<file path="src/rtl/core_controller_multicycle_if.sv">
// Controller <-> datapath control bundle: instruction/flag in, strobes and mux selects out.
// No handshake; the controller samples Instruction/ZeroFlag combinationally every cycle.
interface core_controller_multicycle_if #(
  parameter int RETIRE_W = 32
);
  logic [31:0]         Instruction;
  logic                ZeroFlag;
  logic                PCWrite;
  logic                AdrSrc;
  logic                IRWrite;
  logic                MemWrite;
  logic                RegWrite;
  logic [1:0]          ResultSrc;
  logic [1:0]          ALUSrcA;
  logic [1:0]          ALUSrcB;
  logic [2:0]          ImmSrc;
  logic [2:0]          ALUControl;
  logic                Halted;
  logic [RETIRE_W-1:0] RetireCount;

  modport master (
    output Instruction, ZeroFlag,
    input  PCWrite, AdrSrc, IRWrite, MemWrite, RegWrite, ResultSrc,
           ALUSrcA, ALUSrcB, ImmSrc, ALUControl, Halted, RetireCount
  );

  modport slave (
    input  Instruction, ZeroFlag,
    output PCWrite, AdrSrc, IRWrite, MemWrite, RegWrite, ResultSrc,
           ALUSrcA, ALUSrcB, ImmSrc, ALUControl, Halted, RetireCount
  );
endinterface

</file>
<file path="src/rtl/core_controller_multicycle.sv">
// Moore control FSM for the multicycle RV32I core; retires instructions, halts on illegal encodings.
// Latency: lw 5, sw/R/I/jal/jalr 4, branch/lui 3 cycles; no backpressure (strobes are fire-and-forget).
module core_controller_multicycle #(
  parameter bit SUPPORT_BNE = 1'b1,
  parameter int RETIRE_W    = 32
) (
  input logic                        clk,
  input logic                        reset,
  core_controller_multicycle_if.slave bus
);
  typedef enum logic [3:0] {
    S_FETCH, S_DECODE, S_MEMADR, S_MEMREAD, S_MEMWB, S_MEMWRITE, S_EXECR, S_EXECI,
    S_ALUWB, S_BRANCH, S_JAL, S_JALR, S_JALRWB, S_LUI, S_HALT
  } state_t;

  localparam logic [6:0] OP_LW   = 7'b0000011;
  localparam logic [6:0] OP_SW   = 7'b0100011;
  localparam logic [6:0] OP_R    = 7'b0110011;
  localparam logic [6:0] OP_I    = 7'b0010011;
  localparam logic [6:0] OP_BR   = 7'b1100011;
  localparam logic [6:0] OP_JAL  = 7'b1101111;
  localparam logic [6:0] OP_JALR = 7'b1100111;
  localparam logic [6:0] OP_LUI  = 7'b0110111;

  localparam logic [2:0] ALU_ADD = 3'b000;
  localparam logic [2:0] ALU_SUB = 3'b001;
  localparam logic [2:0] ALU_AND = 3'b010;
  localparam logic [2:0] ALU_OR  = 3'b011;
  localparam logic [2:0] ALU_SLT = 3'b101;

  state_t              state, next_state;
  logic [RETIRE_W-1:0] retire_q;

  logic [6:0] opcode;
  logic [2:0] funct3;
  logic       funct7b5;
  logic       alu_legal, br_legal, taken;
  logic       unused_instr_bits;

  assign opcode            = bus.Instruction[6:0];
  assign funct3            = bus.Instruction[14:12];
  assign funct7b5          = bus.Instruction[30];
  assign unused_instr_bits = ^{bus.Instruction[31], bus.Instruction[29:15], bus.Instruction[11:7]};

  assign alu_legal = (funct3 == 3'b000) || (funct3 == 3'b010) ||
                     (funct3 == 3'b110) || (funct3 == 3'b111);
  assign br_legal  = (funct3 == 3'b000) || (SUPPORT_BNE && (funct3 == 3'b001));
  // funct3[0] separates bne from beq; only those two reach BRANCH.
  assign taken     = funct3[0] ? ~bus.ZeroFlag : bus.ZeroFlag;

  function automatic logic [2:0] alu_op(input logic [2:0] f3, input logic sub_ok);
    case (f3)
      3'b000:  alu_op = sub_ok ? ALU_SUB : ALU_ADD;
      3'b010:  alu_op = ALU_SLT;
      3'b110:  alu_op = ALU_OR;
      3'b111:  alu_op = ALU_AND;
      default: alu_op = ALU_ADD;
    endcase
  endfunction

  always_comb begin
    next_state = S_HALT;
    case (state)
      S_FETCH:  next_state = S_DECODE;
      S_DECODE: begin
        case (opcode)
          OP_LW, OP_SW: next_state = S_MEMADR;
          OP_R:         next_state = alu_legal ? S_EXECR : S_HALT;
          OP_I:         next_state = alu_legal ? S_EXECI : S_HALT;
          OP_BR:        next_state = br_legal ? S_BRANCH : S_HALT;
          OP_JAL:       next_state = S_JAL;
          OP_JALR:      next_state = S_JALR;
          OP_LUI:       next_state = S_LUI;
          default:      next_state = S_HALT;
        endcase
      end
      S_MEMADR:   next_state = (opcode == OP_LW) ? S_MEMREAD : S_MEMWRITE;
      S_MEMREAD:  next_state = S_MEMWB;
      S_EXECR,
      S_EXECI,
      S_JAL:      next_state = S_ALUWB;
      S_JALR:     next_state = S_JALRWB;
      S_MEMWB,
      S_MEMWRITE,
      S_ALUWB,
      S_BRANCH,
      S_JALRWB,
      S_LUI:      next_state = S_FETCH;
      default:    next_state = S_HALT;
    endcase
  end

  always_ff @(posedge clk or posedge reset) begin
    if (reset) begin
      state    <= S_FETCH;
      retire_q <= '0;
    end else begin
      state <= next_state;
      if (next_state == S_FETCH && state != S_FETCH)
        retire_q <= retire_q + {{(RETIRE_W-1){1'b0}}, 1'b1};
    end
  end

  logic       pc_update, branch, adr_src, ir_write, mem_write, reg_write, halted;
  logic [1:0] result_src, src_a, src_b;
  logic [2:0] alu_ctl, imm_src;

  always_comb begin
    pc_update  = 1'b0;
    branch     = 1'b0;
    adr_src    = 1'b0;
    ir_write   = 1'b0;
    mem_write  = 1'b0;
    reg_write  = 1'b0;
    halted     = 1'b0;
    result_src = 2'b00;
    src_a      = 2'b00;
    src_b      = 2'b00;
    alu_ctl    = ALU_ADD;
    case (state)
      S_FETCH:    begin ir_write = 1'b1; src_b = 2'b10; result_src = 2'b10; pc_update = 1'b1; end
      S_DECODE:   begin src_a = 2'b01; src_b = 2'b01; end
      S_MEMADR:   begin src_a = 2'b10; src_b = 2'b01; end
      S_MEMREAD:  adr_src = 1'b1;
      S_MEMWB:    begin result_src = 2'b01; reg_write = 1'b1; end
      S_MEMWRITE: begin adr_src = 1'b1; mem_write = 1'b1; end
      S_EXECR:    begin src_a = 2'b10; alu_ctl = alu_op(funct3, funct7b5); end
      S_EXECI:    begin src_a = 2'b10; src_b = 2'b01; alu_ctl = alu_op(funct3, 1'b0); end
      S_ALUWB:    reg_write = 1'b1;
      S_BRANCH:   begin src_a = 2'b10; alu_ctl = ALU_SUB; branch = 1'b1; end
      S_JAL:      begin src_a = 2'b01; src_b = 2'b10; pc_update = 1'b1; end
      S_JALR:     begin src_a = 2'b10; src_b = 2'b01; result_src = 2'b10; pc_update = 1'b1; end
      S_JALRWB:   begin src_a = 2'b01; src_b = 2'b10; result_src = 2'b10; reg_write = 1'b1; end
      S_LUI:      begin result_src = 2'b11; reg_write = 1'b1; end
      S_HALT:     halted = 1'b1;
      default:    halted = 1'b1;
    endcase
  end

  always_comb begin
    case (opcode)
      OP_SW:   imm_src = 3'b001;
      OP_BR:   imm_src = 3'b010;
      OP_LUI:  imm_src = 3'b011;
      OP_JAL:  imm_src = 3'b100;
      default: imm_src = 3'b000;
    endcase
  end

  // Reset forces FETCH; strobes are masked so nothing fires while it is held.
  assign bus.PCWrite     = ~reset & (pc_update | (branch & taken));
  assign bus.IRWrite     = ~reset & ir_write;
  assign bus.MemWrite    = ~reset & mem_write;
  assign bus.RegWrite    = ~reset & reg_write;
  assign bus.AdrSrc      = adr_src;
  assign bus.ResultSrc   = result_src;
  assign bus.ALUSrcA     = src_a;
  assign bus.ALUSrcB     = src_b;
  assign bus.ImmSrc      = imm_src;
  assign bus.ALUControl  = alu_ctl;
  assign bus.Halted      = halted;
  assign bus.RetireCount = retire_q;
endmodule

</file>
<file path="src/flat_wrapper.sv">
// flat-port wrapper written by rule: the top's interface ports become plain ports
module core_controller_multicycle_flat 
#(
  parameter bit SUPPORT_BNE = 1'b1,
  parameter int RETIRE_W    = 32
)
  (clk, reset, bus_Instruction, bus_ZeroFlag, bus_PCWrite, bus_AdrSrc, bus_IRWrite, bus_MemWrite, bus_RegWrite, bus_ResultSrc, bus_ALUSrcA, bus_ALUSrcB, bus_ImmSrc, bus_ALUControl, bus_Halted, bus_RetireCount);
  core_controller_multicycle_if #(.RETIRE_W(RETIRE_W)) bus_i ();
  input logic clk;
  input logic reset;
  input wire logic [$bits(bus_i.Instruction)-1:0] bus_Instruction;
  input wire logic [$bits(bus_i.ZeroFlag)-1:0] bus_ZeroFlag;
  output wire logic [$bits(bus_i.PCWrite)-1:0] bus_PCWrite;
  output wire logic [$bits(bus_i.AdrSrc)-1:0] bus_AdrSrc;
  output wire logic [$bits(bus_i.IRWrite)-1:0] bus_IRWrite;
  output wire logic [$bits(bus_i.MemWrite)-1:0] bus_MemWrite;
  output wire logic [$bits(bus_i.RegWrite)-1:0] bus_RegWrite;
  output wire logic [$bits(bus_i.ResultSrc)-1:0] bus_ResultSrc;
  output wire logic [$bits(bus_i.ALUSrcA)-1:0] bus_ALUSrcA;
  output wire logic [$bits(bus_i.ALUSrcB)-1:0] bus_ALUSrcB;
  output wire logic [$bits(bus_i.ImmSrc)-1:0] bus_ImmSrc;
  output wire logic [$bits(bus_i.ALUControl)-1:0] bus_ALUControl;
  output wire logic [$bits(bus_i.Halted)-1:0] bus_Halted;
  output wire logic [$bits(bus_i.RetireCount)-1:0] bus_RetireCount;
  assign bus_i.Instruction = bus_Instruction;
  assign bus_i.ZeroFlag = bus_ZeroFlag;
  assign bus_PCWrite = bus_i.PCWrite;
  assign bus_AdrSrc = bus_i.AdrSrc;
  assign bus_IRWrite = bus_i.IRWrite;
  assign bus_MemWrite = bus_i.MemWrite;
  assign bus_RegWrite = bus_i.RegWrite;
  assign bus_ResultSrc = bus_i.ResultSrc;
  assign bus_ALUSrcA = bus_i.ALUSrcA;
  assign bus_ALUSrcB = bus_i.ALUSrcB;
  assign bus_ImmSrc = bus_i.ImmSrc;
  assign bus_ALUControl = bus_i.ALUControl;
  assign bus_Halted = bus_i.Halted;
  assign bus_RetireCount = bus_i.RetireCount;
  core_controller_multicycle #(.SUPPORT_BNE(SUPPORT_BNE), .RETIRE_W(RETIRE_W)) u_core (.clk(clk), .reset(reset), .bus(bus_i));
endmodule
</file>
<file path="config.mk">
export PLATFORM = sky130hd
export DESIGN_NAME = core_controller_multicycle_flat
export DESIGN_NICKNAME = d
export VERILOG_FILES = /design/src/rtl/core_controller_multicycle_if.sv /design/src/rtl/core_controller_multicycle.sv /design/src/flat_wrapper.sv
export SDC_FILE = /design/constraint.sdc
export NUM_CORES = 1
export LEC_CHECK = 0
export BUFFER_PORTS_ARGS = -buffer_cell sky130_fd_sc_hd__clkbuf_2
export CORE_ASPECT_RATIO = 1.75
export CORE_MARGIN = 8
export CORE_UTILIZATION = 49
export CTS_CLUSTER_DIAMETER = 200
export DETAILED_ROUTE_END_ITERATION = 6
export PLACE_DENSITY = 0.84
export SLEW_MARGIN = 40
export SYNTH_ARGS = -nofsm -noshare
export SYNTH_HDL_FRONTEND = slang
export SYNTH_SLANG_ARGS = --single-unit
</file>
<file path="constraint.sdc">
create_clock -name clk -period 2.9 [get_ports clk]
set_clock_uncertainty 0.2 [all_clocks]
set_input_delay 0.725 -clock clk [delete_from_list [all_inputs] [get_ports clk]]
set_output_delay 0.725 -clock clk [all_outputs]
set_load 0.01 [all_outputs]
</file>
# ---- After elaboration in Yosys (flattened, before gate mapping)
# Index checks and enable logic that the tools add are counted.
dict set report classes {
  n_bitwise 8
  n_eq_ne 25
  n_addsub 1
  n_reduce_logical 21
  muxes 22
}
# cell count
set op_table {}
lappend op_table {{one-hot mux 4 bit (7 select lines)} 2}
lappend op_table {{adder 32 x 1 -> 32 bit, second input constant} 1}
lappend op_table {{equality test 4 bit, second input constant} 6}
lappend op_table {{one-hot mux 3 bit (4 select lines)} 2}
lappend op_table {{equality test 7 x 6 -> 1 bit, second input constant} 3}
lappend op_table {{equality test 7 bit, second input constant} 3}
lappend op_table {{one-hot mux 3 bit (3 select lines)} 2}
lappend op_table {{equality test 4 x 3 -> 1 bit, second input constant} 4}
lappend op_table {{OR reduction 3 bit} 5}
lappend op_table {{OR reduction 14 bit} 1}
lappend op_table {{2-to-1 mux 1 bit} 9}
lappend op_table {{equality test 4 x 2 -> 1 bit, second input constant} 2}
lappend op_table {{logical NOT 4 bit} 2}
lappend op_table {{2-to-1 mux 4 bit} 2}
lappend op_table {{one-hot mux 2 bit (2 select lines)} 2}
lappend op_table {{OR reduction 4 bit} 2}
lappend op_table {{equality test 7 x 2 -> 1 bit, second input constant} 1}
lappend op_table {{equality test 7 x 5 -> 1 bit, second input constant} 1}
lappend op_table {{equality test 3 bit, second input constant} 2}
lappend op_table {{2-to-1 mux 3 bit} 2}
lappend op_table {{one-hot mux 2 bit (3 select lines)} 1}
lappend op_table {{OR reduction 6 bit} 1}
lappend op_table {{AND 1 bit} 5}
lappend op_table {{OR reduction 5 bit} 1}
lappend op_table {{other kinds (10)} 15}
dict set report totals {
  out_inout_bits 50
  regBits 36
}

# ---- Depth between registers and ports, before layout
dict set report logic_depth {
  depth_word 9
  ltp_mapped 11
  mapped_depth_nobuf 8
}

# ---- Worst setup path before layout
# OpenSTA, ideal clock, no wires.
dict set report synth_path {
  path_type {input -> register}
  from {input bus_Instruction[4]}
  to {register u_core.retire_q[1], in the netlist u_core.bus.RetireCount[1]}
  path_buffers 3
  path_slack_ns -0.355
  t_arrival_ns 2.929
  stages 9
  cell_sequence {buf_2 nand2b_1 or4b_2 a2111oi_1 or3_4 or4_4 buf_6 buf_6 mux2_4}
}
dict set report synth_via {
  elab_chain_len 6
}
# item line
set synth_lines {}
lappend synth_lines {{from (decl)} flat_wrapper.sv:11} ;# input wire logic [$bits(bus_i.Instruction)-1:0] bus_Instruction;
lappend synth_lines {{equality test 7 x 6 -> 1 bit / equality test 7 x 2 -> 1 bit (equally long branches)} {core_controller_multicycle.sv:66, core_controller_multicycle.sv:77}}
lappend synth_lines {{OR reduction 2 bit} core_controller_multicycle.sv:66} ;# case (opcode)
lappend synth_lines {{one-hot mux 4 bit (7 select lines)} core_controller_multicycle.sv:66}
lappend synth_lines {{one-hot mux 4 bit (7 select lines) *} core_controller_multicycle.sv:63} ;# case (state)
lappend synth_lines {{net u_core.next_state[2]} core_controller_multicycle.sv:31} ;# state_t state, next_state;
lappend synth_lines {{logical NOT 4 bit *} core_controller_multicycle.sv:99} ;# if (next_state == S_FETCH && state != S_FETCH)
lappend synth_lines {{logical AND 1 bit *} core_controller_multicycle.sv:99}
lappend synth_lines {{to (signal assigned)} core_controller_multicycle.sv:100} ;# retire_q <= retire_q + {{(RETIRE_W-1){1'b0}}, 1'b1};
lappend synth_lines {{to (decl)} core_controller_multicycle.sv:32} ;# logic [RETIRE_W-1:0] retire_q;
# Mark *: on every way through the listed nets, which the timed path passes. The rest lies on a longest branch.
# A chain may end at the register's enable or synchronous reset.

# ---- Final worst setup path
dict set report layout_path {
  from {input bus_Instruction[4]}
  to {register u_core.retire_q[7], in the netlist u_core.bus.RetireCount[7]}
}
# The elaborated chain is that of the path after synthesis.

==> summary.md <==
| Metric | Value |
|---|---|
| Clock sink count | 36 |
| Run status | complete, no violations |
| Number of global-route vias before repair | 2145 |
| Number of warnings printed during yosys synthesis | 0 |
| Max Transition Viols Final | 0 |
| Share of the cycle needed by the critical path after routing | 98.1% |
| Max rail drop VDD | 0.669 mV |
| Portion of netlist area occupied by mux cells | 1.17% |
| Critical path data arrival time | 2.85 ns |
| H-tree levels | 2 |
| DRC viols | 0 |
| Antenna fix cells | 0 |
| Slew Limit Headroom | 69.6% |
| Number of buffers on the longest clock path | 2 |
| Largest family of logic cells by synthesized area | simple AND/OR/NAND/NOR gates |
| Slew at the pin closest to its max-slew limit | 0.456 ns |
| Top cell type's share of synthesized area | 40.3% |
| Number of port buffers | 63 |
| Fraction of the mapped netlist area in simple logic gates | 30.6% |
| Die Span X | 67.1 microns |
| Number of maximum-capacitance violations | 0 |
| Maximum fanout encountered on the critical timing path | 16 |
| XOR/XNOR share of the synthesized area | 14.1% |
| Pwr Total | 2.26 mW |
| Average cell area after synthesis | 9.02 sq um |
| Total vias in the final route | 2120 |
| Final routed wire length divided by cell count | 15.0 microns |
| Unrepaired setup endpoints after global routing | yes |
| Critical path class | input pin to register |
| Gp weighted congestion | 0.824 |
| Highest-count cells in the layout ignoring fill and taps | clkbuf_2 (62), dfrtp_1 (36), buf_4 (31) |
| Area taken by flip-flops and latches | 901 sq um |
| Worst Setup End Kind | register |
| HPWL reported at the end of detailed placement | 4.44 mm |
| Number of standard cells after synthesis | 248 |
| Biggest area consumer among synthesized cells | dfrtp_1 |
| Number of rows in the core area | 32 |
| Multi-input gate area | 1290 sq um |
| Total overflow reported by the global router | 0 |
| Hold Vio Cnt, Final | 0 |
| Overall routed net length | 5.84 mm |
| Syn-to-layout area delta | 32.3% |
| Highest attainable clock frequency | 352 MHz |
| Register clock-pin slew on the reported worst setup and hold paths | 0.07 ns |
| Most common cell after layout, fill and taps aside | clkbuf_2 |
| Final non-filler cell area | 2960 sq um |
| Clock insertion delay at the later pin of the skew report | 0.29 ns |
| Uppermost signal routing layer after detailed routing | met4 |
| Post-layout nets | 374 |
| Full die area | 7070 sq um |
| Number of DRC markers in iteration 0 | 132 |
| Area post-placement | 2820 sq um |
| Wire length on met3 | 219 microns |
| Yosys reg bits | 36 |
| Leading cell types by total area after synthesis | dfrtp_1 (40%), xor2_1 (11%), nand2_1 (4.4%), nor3_1 (4.3%), nor2_1 (3.2%) |
| Clock buffer count from CTS | 5 |
| Number of buffers inserted for hold repair after clock tree synthesis | 0 |
| Wire length on met2 | 3.30 mm |
| Initial core utilization | 50.8% |
| Pre-Repair DR Iteration Count | 4 |
| Root buffer cell | clkbuf_8 |
| Post-layout min period | 2.84 ns |
| Required time of the worst setup path | 2.91 ns |
| Fill cell total of the finished layout | 375 |
| Count of pins on the block boundary | 85 |
| Chip Height | 105 microns |
| Net count after synthesis | 284 |
| Part of the Yosys area used for sequential elements | 40.3% |
| Startpoint type of the worst setup path | input pin |
| Power per unit of standard cell area | 764 nW/um^2 |
| Total global-route track usage | 16.7% |
| Count of nets left with antenna violations after detail routing | 0 |
| # setup viols final | 0 |
| Cell Area, Synth | 2240 sq um |
| Area of the core region | 4400 sq um |
| Initial antenna violation count | 0 |
| Hold WS | 0.263 ns |
| Distinct cell type count after synthesis | 52 |
| Share of the synthesized area in compound gates (AO/OA/AOI/OAI) | 8.17% |
| Pin count of the biggest net entering global routing | 37 |
| Layout cell share with drive strength beyond 1 | 36.1% |
| CTS tree | done |
| Total routed wire length on the met1 layer | 2.20 mm |
| Vias per std cell | 5.45 |
| Path type of the worst min-delay path | register to register |
| Synth Area in Adders | 0.559% |
| Wire length of the first global-routing pass | 9.61 mm |
| LEAKAGE | 1.56 nW |
metrics by stage:
stage / TNS [ns] / instances / utilization (%) / setup WS, ns
3_3_place_gp: -3.89 / 380 / 63.9 / -0.245
3_5_place_dp: -4.47 / 380 / 63.9 / -0.293
4_1_cts: 0 / 387 / 66.2 / 0.00921
5_1_grt: -0.220 / 389 / 67.2 / -0.0690
6_report: 0 / 389 / 67.2 / 0.0564
2_1_floorplan: -0.782 / 248 / - / -0.134
cell usage after synthesis (all sizes together):
master,instances
and3,7
a21o,1
buf,9
o211ai,1
mux2,2
and4,1
nand2b,6
clkbuf,3
xor2,28
nor3b,2
xnor2,8
o21a,1
o32ai,1
inv,11
o22ai,2
o21ai,5
ha,1
a211oi,1
o31ai,1
nand3,12
a2bb2oi,1
a32o,1
nor4b,3
or3,1
nor4bb,1
nand4b,1
nand4,4
or3b,1
nand2,26
nor2b,5
or4b,1
dfrtp,36
or4,2
and2,1
nor4,4
nor3,22
a31oi,1
o2bb2ai,1
a21oi,11
a2111oi,1
and3b,1
or2,1
nor2,19
power breakdown:
| part | internal (mW) | leakage, nW | total (mW) | switching [mW] |
|---|---|---|---|---|
| Clock | 0.212 | 0.0503 | 0.383 | 0.172 |
| Combinational | 0.539 | 1.03 | 1.22 | 0.685 |
| Sequential | 0.569 | 0.479 | 0.655 | 0.0856 |
worst max-delay path: stages:
cell,delay [ns]
buf_2,0.16
nor4_2,0.21
nand2_1,0.13
a32o_1,0.25
or3_4,0.37
or4_4,0.56
nor4_2,0.28
xor2_1,0.16
final timing paths:
check / startpoint / end / slack [ns] / cells past startpoint
min in group asynchronous: reset / u_core.bus.RetireCount[8]$_DFFE_PP0P_ / 0.37 / 3
hold / removal: u_core.bus.RetireCount[31]$_DFFE_PP0P_ / u_core.bus.RetireCount[31]$_DFFE_PP0P_ / 0.26 / 1
setup reg to reg: u_core.state[2]$_DFF_PP0_ / u_core.bus.RetireCount[30]$_DFFE_PP0P_ / 0.23 / 8
hold reg to reg: u_core.bus.RetireCount[31]$_DFFE_PP0P_ / u_core.bus.RetireCount[31]$_DFFE_PP0P_ / 0.26 / 1
setup / recovery: bus_Instruction[4] / u_core.bus.RetireCount[7]$_DFFE_PP0P_ / 0.06 / 8
max in group asynchronous: reset / u_core.bus.RetireCount[31]$_DFFE_PP0P_ / 1.80 / 3
area by class of cell:
cell class	count	share of cell area, %
timing repair buffer	95	19.2
sequential	36	30.4
inverter	11	1.40
multi-input combinational	189	43.6
clock buffer	7	3.26
tap	51	2.16
logic make-up (layout without fill, tap and decap cells):
logic type      after synthesis  count (layout)
compound gates               29              29
xor+xnor                     36              36
fa+ha+maj                     1               1
buf+inv                      23             113
flops                        36              36
mux                           2               2
simple gates                121             121
what timing repair did:
action / CTS / global route
endpoints found under the hold margin: 0 / 0
setup buffers: 0 / 2
pin swaps: 0 / 1
resized for setup: 1 / 7
setup endpoints to repair: 1 / 10
per-layer routing:
metal,up-vias,track usage (%)
met5,-,0
met3,13,2.33
met4,0,7.67
met1,1019,17.3
li1,1045,-
met2,43,30.9
sequential cells by signal, summed over array words and instances, names as in the netlist:
name,count
u_core.bus.RetireCount,32
u_core.state,4
Power figures use the tool's default switching activity.
